File: config.mk
export PLATFORM = sky130hd
export DESIGN_NAME = regfile_wb_arbiter
export DESIGN_NICKNAME = d
export VERILOG_FILES = /design/src/rtl/regfile_wb_arbiter.sv
export SDC_FILE = /design/constraint.sdc
export NUM_CORES = 1
export LEC_CHECK = 0
export ABC_AREA = 1
export CORE_AREA = 5 5 73 141
export DETAILED_ROUTE_END_ITERATION = 7
export DIE_AREA = 0 0 78 146
export DONT_BUFFER_PORTS = 1
export HOLD_SLACK_MARGIN = 0.15
export PLACE_DENSITY = 0.69
export SLEW_MARGIN = 40
export SYNTH_ARGS = -nofsm -noshare
export SYNTH_HDL_FRONTEND = slang
export SYNTH_SLANG_ARGS = --single-unit
File: constraint.sdc
create_clock -name clk -period 3.5 [get_ports clk]
set_input_delay 0.525 -clock clk [delete_from_list [all_inputs] [get_ports clk]]
set_output_delay 0.525 -clock clk [all_outputs]
set_load 0.01 [all_outputs]
File: src/rtl/regfile_wb_arbiter.sv
// regfile_wb_arbiter: owns the register file's single write port (WE3/AD3/WD3).
// Round-robin arbitration of N_SRC writeback producers. The chosen write is
// registered for one cycle. A pending-write scoreboard lets decode see which
// registers still have a result in flight.
// Optional build macro: WB_BYPASS_EN adds forwarding of the write-port value
// to decode, one cycle before the register file can return it.
module regfile_wb_arbiter #(
    parameter int N_SRC = 3,
    parameter int XLEN  = 32
) (
    input  logic                  clk,
    input  logic                  rst,
    input  logic [N_SRC-1:0]      req_valid,
    output logic [N_SRC-1:0]      req_ready,
    input  logic [5*N_SRC-1:0]    req_rd,
    input  logic [XLEN*N_SRC-1:0] req_data,
    input  logic                  issue_valid,
    input  logic [4:0]            issue_rd,
    input  logic [4:0]            query_rs1,
    input  logic [4:0]            query_rs2,
    output logic                  busy_rs1,
    output logic                  busy_rs2,
    output logic [31:0]           pending,
`ifdef WB_BYPASS_EN
    output logic                  byp_hit_rs1,
    output logic                  byp_hit_rs2,
    output logic [XLEN-1:0]       byp_data_rs1,
    output logic [XLEN-1:0]       byp_data_rs2,
`endif
    output logic                  WE3,
    output logic [4:0]            AD3,
    output logic [XLEN-1:0]       WD3
);

    localparam int PW = (N_SRC > 1) ? $clog2(N_SRC) : 1;

    logic [PW-1:0]   ptr;
    logic [PW-1:0]   gnt_idx;
    logic [PW-1:0]   cand;
    logic            gnt_found;
    logic [4:0]      sel_rd;
    logic [XLEN-1:0] sel_data;
    logic [31:0]     pending_nxt;

    logic [4:0]      rd_arr   [N_SRC];
    logic [XLEN-1:0] data_arr [N_SRC];

    // Unpack the flat producer buses so the winner can be selected by index.
    for (genvar g = 0; g < N_SRC; g++) begin : g_unpack
        assign rd_arr[g]   = req_rd[5*g +: 5];
        assign data_arr[g] = req_data[XLEN*g +: XLEN];
    end

    // Round-robin search starting just after the last winner; first valid wins.
    // NOTE: every signal written here gets a default first, otherwise a latch is inferred.
    always_comb begin
        req_ready = '0;
        gnt_found = 1'b0;
        gnt_idx   = ptr;
        cand      = '0;
        for (int k = 1; k <= N_SRC; k++) begin
            cand = PW'((int'(ptr) + k) % N_SRC);
            if (!gnt_found && req_valid[cand]) begin
                gnt_found = 1'b1;
                gnt_idx   = cand;
            end
        end
        if (gnt_found) req_ready[gnt_idx] = 1'b1;
    end

    assign sel_rd   = rd_arr[gnt_idx];
    assign sel_data = data_arr[gnt_idx];

    // Register the granted write. A write to x0 is accepted but never enabled.
    // Anything accepted while rst is high is dropped.
    // NOTE: sequential state uses non-blocking assignments so all flops update together.
    always_ff @(posedge clk) begin
        if (rst) begin
            ptr <= PW'(N_SRC - 1);
            WE3 <= 1'b0;
            AD3 <= '0;
            WD3 <= '0;
        end else if (gnt_found) begin
            ptr <= gnt_idx;
            WE3 <= (sel_rd != 5'd0);
            AD3 <= sel_rd;
            WD3 <= sel_data;
        end else begin
            WE3 <= 1'b0;
        end
    end

    // Scoreboard next state: clear on write, then set on issue so set wins.
    always_comb begin
        pending_nxt = pending;
        if (WE3) pending_nxt[AD3] = 1'b0;
        if (issue_valid && (issue_rd != 5'd0)) pending_nxt[issue_rd] = 1'b1;
        pending_nxt[0] = 1'b0;
    end

    // Scoreboard register.
    always_ff @(posedge clk) begin
        if (rst) pending <= '0;
        else     pending <= pending_nxt;
    end

`ifdef WB_BYPASS_EN
    // Operand lookup with forwarding from the write port in flight.
    always_comb begin
        byp_hit_rs1  = WE3 && (AD3 == query_rs1) && (query_rs1 != 5'd0);
        byp_hit_rs2  = WE3 && (AD3 == query_rs2) && (query_rs2 != 5'd0);
        byp_data_rs1 = byp_hit_rs1 ? WD3 : '0;
        byp_data_rs2 = byp_hit_rs2 ? WD3 : '0;
        busy_rs1     = pending[query_rs1] && !byp_hit_rs1;
        busy_rs2     = pending[query_rs2] && !byp_hit_rs2;
    end
`else
    // Operand lookup straight from the scoreboard; pending[0] is always 0.
    always_comb begin
        busy_rs1 = pending[query_rs1];
        busy_rs2 = pending[query_rs2];
    end
`endif

endmodule
# Yosys cells after proc, flatten, opt, wreduce, memory -nomap -nowiden
# Index checks and enable logic that the tools add are counted.
# classes
n_addsub,3
n_div,3
n_lt_le_gt_ge,12
n_mux,31
bitwise_logic,5
n_reduce_logical,11
# ops
op,count
$mux W32,4
$mod A32 B3 Y32 const B,3
$bmux W32 S2,1
$and A32 B32 Y32,1
$not A32 Y32,1
$or A32 B32 Y32,1
$lt A5 B6 Y1 const B,4
$lt A2 B3 Y1 const B,4
$mux W1,11
$bmux W1 S5,2
$bmux W5 S2,1
$demux W1 S5,2
$ge A5 B1 Y1 const B,2
$mux W5,2
$reduce_bool A5 Y1,2
$add A2 B2 Y3 const B,2
$bmux W1 S2,3
$logic_and A1 B1 Y1,6
$mux W2,3
$add A2 B1 Y3 const B,1
$ge A3 B3 Y1 const B,1
$mux W3,1
$not A2 Y3,1
$demux W1 S2,1
other kinds (4),5
# totals
reg_bits,72
inputBits,132
out_inout_bits,75
word_cells,71

# Logic depth before layout (Yosys ltp)
# Gate-level depths: netlist (run 1).
# logic_depth
word_depth,16
mapped_depth,18
mapped_depth_nobuf,17

# Worst setup path before layout (run 1)
# No wires, ideal clock.
# synth_path
kind,reg-to-output
startpoint,register ptr[0]
endpoint,output port req_ready[0]
arrival_ns,2.041
required_ns,2.975
path_slack_ns,0.934
stages_incl_launch_ff,12
path_buffers,2
cell_sequence,dfxtp_1 -> inv_1 -> ha_1 -> o21ai_2 -> nand2_4 -> nand2_1 -> nand3_2 -> nand3_2 -> nand2_2 -> buf_6 -> buf_4 -> nor3_1
# synth_via
elab_chain_len,16
word_cells_on_any_way,28
cone_classes,add/sub: 3; div: 3; order compare: 2; mux: 15; reduce/logical: 5
# synth_rtl
element,line,text
"start, declared",37,logic [PW-1:0] ptr;
"start signal, assigned",79,ptr <= PW'(N_SRC - 1);
"start signal, assigned",84,ptr <= gnt_idx;
$add A2 B1 Y3,62,cand = PW'((int'(ptr) + k) % N_SRC);
$mod A32 B3 Y32,62,
$bmux W1 S2,63,if (!gnt_found && req_valid[cand]) begin
$mux W1 (implied by the code),63,
$mux W1,63,
$logic_not A1 Y1,63,
$logic_and A1 B1 Y1,63,
$mux W1,63,
$logic_not A1 Y1,63,
$logic_and A1 B1 Y1,63,
$mux W2,63,
$lt A2 B3 Y1 (implied by the code) or $ge A2 B1 Y1 (tied branches),68,if (gnt_found) req_ready[gnt_idx] = 1'b1;
$logic_and A1 B1 Y1 (implied by the code),68,
$mux W1 (implied by the code),68,
$demux W1 S2,68,
$mux W3 (*),68,
"end, declared",14,"output logic [N_SRC-1:0] req_ready,"
# Every way passes the cells marked *; elsewhere a longest branch is shown, timed or not. The select of a mux whose other input is x is not followed.

# Worst setup path in the final report (run 1)
# Ends and elaborated chain as after synthesis.

==> qor.log, run 1 <==
INFO  global_routing grt_antenna_before_repair=0
INFO  die            coreArea=9010um^2
INFO  placement      buffer_ports.inserted=0
INFO  power          power_density=1100nW/um^2
INFO  layout         end_of_flow_core_utilization=52.8%
INFO  hold_path      hold_path_depth=1
INFO  timing         clock-skew-final=6.24ps
INFO  logic_synthesis synth_top_area_share=32.3%
INFO  clocking       clock_sinks=71
INFO  logic_synthesis async_sr_flop_fraction=0%
INFO  timing         timing.final.max_slew_violations=0
INFO  placement      postPlaceCellArea=4400um^2
INFO  layout         layout.cells.non_filler=753
INFO  timing         hold_ws=271ps
INFO  clocking       cts-root-buf=sky130_fd_sc_hd__clkbuf_16
INFO  layout         area_delta_synth_final=8.28%
INFO  worst_setup_path path_max_fanout=21
INFO  hold_path      worst_hold_endpoint=pending[13]$_SDFF_PP0_
INFO  clocking       clock_latency_late_sink=330ps
INFO  hold_path      worstHoldPathType=input pin to flop
INFO  clocking       cts_tree=yes
INFO  logic_synthesis synth_edf_count=0
INFO  logic_synthesis synth.cell_area=4400um^2
INFO  logic_synthesis synth_cell_types=32
INFO  die            placement_rows=49
INFO  power          ir_drop=907uV
INFO  logic_synthesis synth.yosys.seq_area_share=32.3%
INFO  timing         final.min_clock_period=2990ps
INFO  layout         nNetsFinal=782
INFO  logic_synthesis synth_flop_cell=sky130_fd_sc_hd__dfxtp_1
INFO  routing        detail_route.iter0.violations=311
INFO  worst_setup_path r2r-end=AD3[0]$_SDFFE_PP0P_
INFO  worst_setup_path reg2reg_from=ptr[0]$_SDFFE_PP0P_
INFO  routing        drt_pre_antenna_iters=5
INFO  timing         fmax=335MHz
INFO  clocking       ctsHoldBuffers=0
INFO  routing        vias=4813
INFO  die            die_w=78um
INFO  clocking       cts_htree_levels=3
INFO  logic_synthesis syn_avg_cell_area=6.63um^2
INFO  die            fp.dieH=146um
INFO  routing        wl_per_cell=20.8um
INFO  clocking       postCtsSetupRepairBufs=0
INFO  timing         tightestPinTransition=726ps
INFO  placement      post-place-cells=737
INFO  logic_synthesis synthDominantAreaCellType=sky130_fd_sc_hd__dfxtp_1
INFO  hold_path      timing.hold.worst.start=rst
INFO  timing         final-setup-viol-count=0
INFO  logic_synthesis synthTopCellsByArea=sky130_fd_sc_hd__dfxtp_1, sky130_fd_sc_hd__o21ai_0, sky130_fd_sc_hd__nand2_1
INFO  die            initial_cell_density_of_the_core=48.8%
INFO  worst_setup_path cp_endpoint_kind=output port
INFO  global_routing global_route_wire_length_before_repair=23.7mm
INFO  clocking       cts_buffer_depth=2
INFO  global_routing remaining_global_route_overflow=0
INFO  layout         num_antenna_cells=0
INFO  clocking       ctsResizeCount=0
INFO  logic_synthesis yosys_register_bits=71
INFO  placement      dp.final_hpwl=12.3mm
INFO  worst_setup_path worstRegToRegCells=17
INFO  routing        drtAntennaViolNets=0
INFO  worst_setup_path start_kind=flop
INFO  logic_synthesis syn-num-nets=799
INFO  layout         post_route_cells_drive_above_1_share=7.83%
INFO  timing         grt_setup_unrepaired=no
INFO  routing        detail_route.vias_per_cell=6.39
INFO  layout         post_layout_instance_area=4760um^2
INFO  worst_setup_path crit_type=flop to output port
INFO  die            number_of_top_level_pins=207
INFO  timing         worst_slew_margin=51.3%
INFO  die            die-area=11400um^2
INFO  global_routing number_of_global_route_vias_before_repair=4791
INFO  routing        drcViolationCount=0
INFO  routing        wl=15.6mm
INFO  worst_setup_path cp.arrival=2460ps
INFO  worst_setup_path worst_ep_required_time=2970ps
INFO  worst_setup_path ff2ff_setup_slack=860ps
INFO  timing         final-hold-violation-count=0
INFO  global_routing gr-usage-all-layers=26.1%
INFO  clocking       cts.clk_slew.worst_paths=50ps
INFO  run            maxCapViolCount=0
INFO  global_routing maximum_number_of_pins_on_one_net_before_global_route_repair=44
INFO  logic_synthesis synthesis.instances=663
INFO  timing         finalSetupTns=0ps
INFO  placement      gpl.final_weighted_congestion=0.924
INFO  outcome        outcome=finished clean
INFO  timing         period_share=85.4%
INFO  logic_synthesis yosysWarnings=0
INFO  power          leakagePower=0.00192uW
INFO  clocking       cts_made_buffers=9
worst max-delay path, stage by stage, from the launching register on:
cell and delay [ps]:
sky130_fd_sc_hd__dfxtp_1 380, sky130_fd_sc_hd__inv_1 100, sky130_fd_sc_hd__ha_1 390, sky130_fd_sc_hd__inv_2 110, sky130_fd_sc_hd__nand2_4 80, sky130_fd_sc_hd__nand3_4 80, sky130_fd_sc_hd__nand2_4 120, sky130_fd_sc_hd__nand3_4 110
sky130_fd_sc_hd__inv_2 100, sky130_fd_sc_hd__nand2_1 50, sky130_fd_sc_hd__nand2_1 90, sky130_fd_sc_hd__inv_2 160, sky130_fd_sc_hd__nor3_1 200, sky130_fd_sc_hd__buf_4 150
sequential cells by signal (all words and copies together) (netlist names):
name,cells
WE3,1
WD3,32
pending,31
AD3,5
ptr,2
layout by cell type, fill, tap and decap left out, drive strengths merged:
cell	n
nand2	131
o21ai	98
dfxtp	71
a21oi	68
inv	67
nand3	47
nor2	43
o211ai	38
a31oi	33
clkbuf	9
buf	9
nor3	7
o221ai	6
o22ai	5
clkinv	5
ha	4
bufinv	4
or2	2
a32o	1
nand3b	1
o31ai	1
conb	1
worst max path at each step:
| stage | from | end | slack (ps) |
|---|---|---|---|
| 6_report | ptr[0]$_SDFFE_PP0P_ | req_ready[0] | 510 |
| 5_1_grt | ptr[0]$_SDFFE_PP0P_ | req_ready[0] | 300 |
| 4_1_cts | ptr[0]$_SDFFE_PP0P_ | req_ready[0] | 500 |
| 3_5_place_dp | ptr[0]$_SDFFE_PP0P_ | req_ready[0] | 890 |
| 3_3_place_gp | ptr[0]$_SDFFE_PP0P_ | WE3$_SDFF_PP0_ | 910 |
| 2_1_floorplan | ptr[0]$_SDFFE_PP0P_ | req_ready[0] | 930 |
cell usage after synthesis (all sizes together) (2+ instances only):
cell type / number
nand2: 131
o21ai: 98
dfxtp: 71
a21oi: 68
inv: 67
nand3: 47
nor2: 43
o211ai: 38
a31oi: 33
clkbuf: 20
buf: 17
nor3: 7
o221ai: 6
o22ai: 5
ha: 4
clkinv: 2
or2: 2
routing by layer:
layer	global-route usage, %	share of wire (%)
met1	23.1	31
met2	47.9	53
met3	8.92	9.8
met4	16.8	5.9
met5	0	0
area by class of cell:
type,instances,area (um^2)
Clock buffer,9,225
Clock inverter,7,135
Fill cell,897,4250
Inverter,69,263
Multi-Input combinational cell,486,2520
Sequential cell,71,1420
Tap cell,102,128
Timing Repair Buffer,9,67.6
report_power, final:
group          internal (uW)  switching [uW]  leakage (uW)
Combinational            929            1960       0.00116
Clock                    764             335      0.000179
Sequential              1010             256      0.000583
Total                   2710            2550       0.00192
logic make-up (layout without fill, tap and decap cells):
kind of cell	Yosys count	after routing	synth area share (%)
buffers and inverters	106	94	10.8
AO/OA/AOI/OAI	250	250	32.5
adder cells (fa/ha/maj)	4	4	1.14
flip-flops	71	71	32.3
AND/OR/NAND/NOR	231	231	23.2
other	1	1	0.0853
through the flow:
stage          setup WS [ps]  total power [uW]
6_report                 512              5260
5_1_grt                  303              5660
4_1_cts                  505              5270
3_5_place_dp             887              4150
3_3_place_gp             907              4100
2_1_floorplan            934              3680
No activity file was read; power rests on OpenSTA's default activity.
==> run 2: changes to the inputs <==
GPL_TIMING_DRIVEN = 0   (was default)
SKIP_LAST_GASP = 1   (was default)
==> run 2 against run 1 <==
  * Critical path depth unchanged
  * Clock skew down 0.74 ps
  * Final area increased by 1.9%
  * Via count grew 1.5%
  * Non-clock buffer count rose by 28
  * Global-route usage increased by 1.9 points
==> qor.log, run 2 (same netlist as run 1, synthesis figures left out) <==
INFO  layout         post_route_cells_drive_above_1_share=8.54% [+0.71 points]
INFO  clocking       clock_latency_late_sink=330ps [about the same]
INFO  routing        detail_route.iter0.violations=239 [-23%]
INFO  layout         mostFrequentLayoutCell=sky130_fd_sc_hd__nand2_1
INFO  layout         num_antenna_cells=0 [unchanged]
INFO  clocking       cts_made_buffers=9 [unchanged]
INFO  routing        drt_pre_antenna_iters=5 [unchanged]
INFO  layout         nNetsFinal=810 [+3.6%]
INFO  clocking       cts.clk_slew.worst_paths=60ps [about the same]
INFO  layout         end_of_flow_core_utilization=53.8% [+1.0 points]
INFO  placement      dp_slack=589ps [-297 ps]
INFO  global_routing gr-usage-all-layers=28.0% [+1.9 points]
INFO  timing         worst_slew_margin=51.9% [+0.55 points]
INFO  layout         final_cell_mix=sky130_fd_sc_hd__nand2_1, sky130_fd_sc_hd__o21ai_0, sky130_fd_sc_hd__dfxtp_1, sky130_fd_sc_hd__a21oi_1, sky130_fd_sc_hd__inv_1
INFO  worst_setup_path cp.arrival=2730ps [+270 ps]
INFO  clocking       clock_sinks=71 [unchanged]
INFO  worst_setup_path worst_ep_required_time=2970ps [about the same]
INFO  clocking       cts_buffer_depth=2 [unchanged]
INFO  timing         fmax=307MHz [-8.2%]
INFO  die            fp.dieH=146um [unchanged]
INFO  power          leakagePower=0.00195uW [+1.3%]
INFO  worst_setup_path path_max_fanout=10 [-52%]
INFO  global_routing number_of_global_route_vias_before_repair=5092 [+6.3%]
INFO  placement      post-place-cells=765 [+3.8%]
INFO  routing        drtAntennaViolNets=0 [unchanged]
INFO  clocking       ctsResizeCount=0 [unchanged]
INFO  die            number_of_top_level_pins=207 [unchanged]
INFO  power          ir_drop=738uV [-19%]
INFO  global_routing maximum_number_of_pins_on_one_net_before_global_route_repair=14 [-68%]
INFO  die            placement_rows=49 [unchanged]
INFO  timing         grt_setup_unrepaired=no
INFO  timing         final-setup-viol-count=0 [unchanged]
INFO  worst_setup_path crit_type=flop to output port
INFO  routing        wl=16.6mm [+5.9%]
INFO  die            die_w=78um [unchanged]
INFO  worst_setup_path start_kind=flop
INFO  placement      dp.final_hpwl=13.5mm [+9.6%]
INFO  layout         area_delta_synth_final=10.4%
INFO  die            initial_cell_density_of_the_core=48.8% [unchanged]
INFO  hold_path      worstHoldPathType=input pin to flop
INFO  placement      gpl.final_weighted_congestion=0.900 [-2.6%]
INFO  die            die-area=11400um^2 [unchanged]
INFO  clocking       postCtsSetupRepairBufs=0 [unchanged]
INFO  clocking       cts_tree=yes
INFO  global_routing grt_antenna_before_repair=0 [unchanged]
INFO  die            coreArea=9010um^2 [unchanged]
INFO  timing         timing.final.max_slew_violations=0 [unchanged]
INFO  outcome        outcome=finished clean
INFO  placement      buffer_ports.inserted=0 [unchanged]
INFO  timing         final-hold-violation-count=0 [unchanged]
INFO  worst_setup_path cp_endpoint_kind=output port
INFO  timing         clock-skew-final=5.50ps [-0.738 ps]
INFO  run            maxCapViolCount=0 [unchanged]
INFO  global_routing remaining_global_route_overflow=0 [unchanged]
INFO  routing        wl_per_cell=21.2um [+2.1%]
INFO  timing         finalSetupTns=0ps [unchanged]
INFO  power          design_power_total=5400uW [+2.6%]
INFO  clocking       ctsHoldBuffers=0 [unchanged]
INFO  timing         period_share=93.0% [+7.6 points]
INFO  clocking       cts-root-buf=sky130_fd_sc_hd__clkbuf_16
INFO  global_routing global_route_wire_length_before_repair=25.6mm [+7.9%]
INFO  layout         layout.cells.non_filler=781 [+3.7%]
INFO  timing         tightestPinTransition=718ps [-8.14 ps]
INFO  power          power_density=1110nW/um^2 [+0.67%]
INFO  layout         registers.top_by_ff_count=WD3
INFO  timing         final.min_clock_period=3250ps [+266 ps]
INFO  routing        detail_route.vias_per_cell=6.26 [-2.1%]
INFO  timing         fin_ws=246ps [-266 ps]
INFO  routing        drcViolationCount=0 [unchanged]
INFO  clocking       cts_htree_levels=3 [unchanged]
INFO  routing        vias=4886 [+1.5%]
INFO  layout         largest_register_ffs=32 [unchanged]
INFO  layout         largest_registers=WD3 x32, pending x31, AD3 x5
==> run 2: final timing paths <==
kind,slack [ps],endpoint,cells past startpoint,startpoint
hold reg to reg,570,pending[30]$_SDFF_PP0_,2,pending[30]$_SDFF_PP0_
setup / recovery,250,req_ready[0],13,ptr[0]$_SDFFE_PP0P_
setup reg to reg,930,WD3[4]$_SDFFE_PP0P_,13,ptr[0]$_SDFFE_PP0P_
hold / removal,390,WD3[28]$_SDFFE_PP0P_,2,req_data[92]
==> run 2: where the power goes <==
part / switching [uW] / internal (uW)
logic: 2080 / 1120
clock network: 363 / 573
registers: 250 / 1010
total: 2690 / 2710
==> run 2: per-layer routing <==
layer / part of all wire, % / track usage [%] / vias to the layer above
li1: - / - / 2318
met1: 30 / 24.1 / 2231
met2: 55 / 52.4 / 267
met3: 9.1 / 9.42 / 70
met4: 5.5 / 17.7 / 0
met5: 0 / 0 / -
==> run 2: cell type report <==
| class | instances | area (um^2) |
|---|---|---|
| Clock buffer | 10 | 239 |
| Fill cell | 909 | 4160 |
| Inverter | 69 | 262 |
| Clock inverter | 6 | 70.1 |
| Buffer | 37 | 213 |
| Tap cell | 102 | 128 |
| Sequential cell | 71 | 1420 |
| Multi-Input combinational cell | 486 | 2520 |
==> run 2: worst max-delay path, cell delays in order (launching register included) <==
cell	delay (ps)
sky130_fd_sc_hd__dfxtp_1	410
sky130_fd_sc_hd__inv_1	110
sky130_fd_sc_hd__ha_1	380
sky130_fd_sc_hd__inv_2	150
sky130_fd_sc_hd__nand2_4	70
sky130_fd_sc_hd__nand3_4	80
sky130_fd_sc_hd__nand2_4	90
sky130_fd_sc_hd__nand2_1	110
sky130_fd_sc_hd__nand3_2	90
sky130_fd_sc_hd__nand3_2	110
sky130_fd_sc_hd__nand2_2	90
sky130_fd_sc_hd__buf_6	160
sky130_fd_sc_hd__buf_4	170
sky130_fd_sc_hd__nor3_1	370
==> run 2: metrics by stage <==
stage               cell area (um^2)  hold WS, ps
global placement                4520          542
CTS                             4850          384
floorplan                       4400          506
finish                          4850          394
global route                    4850          397
detailed placement              4540          553
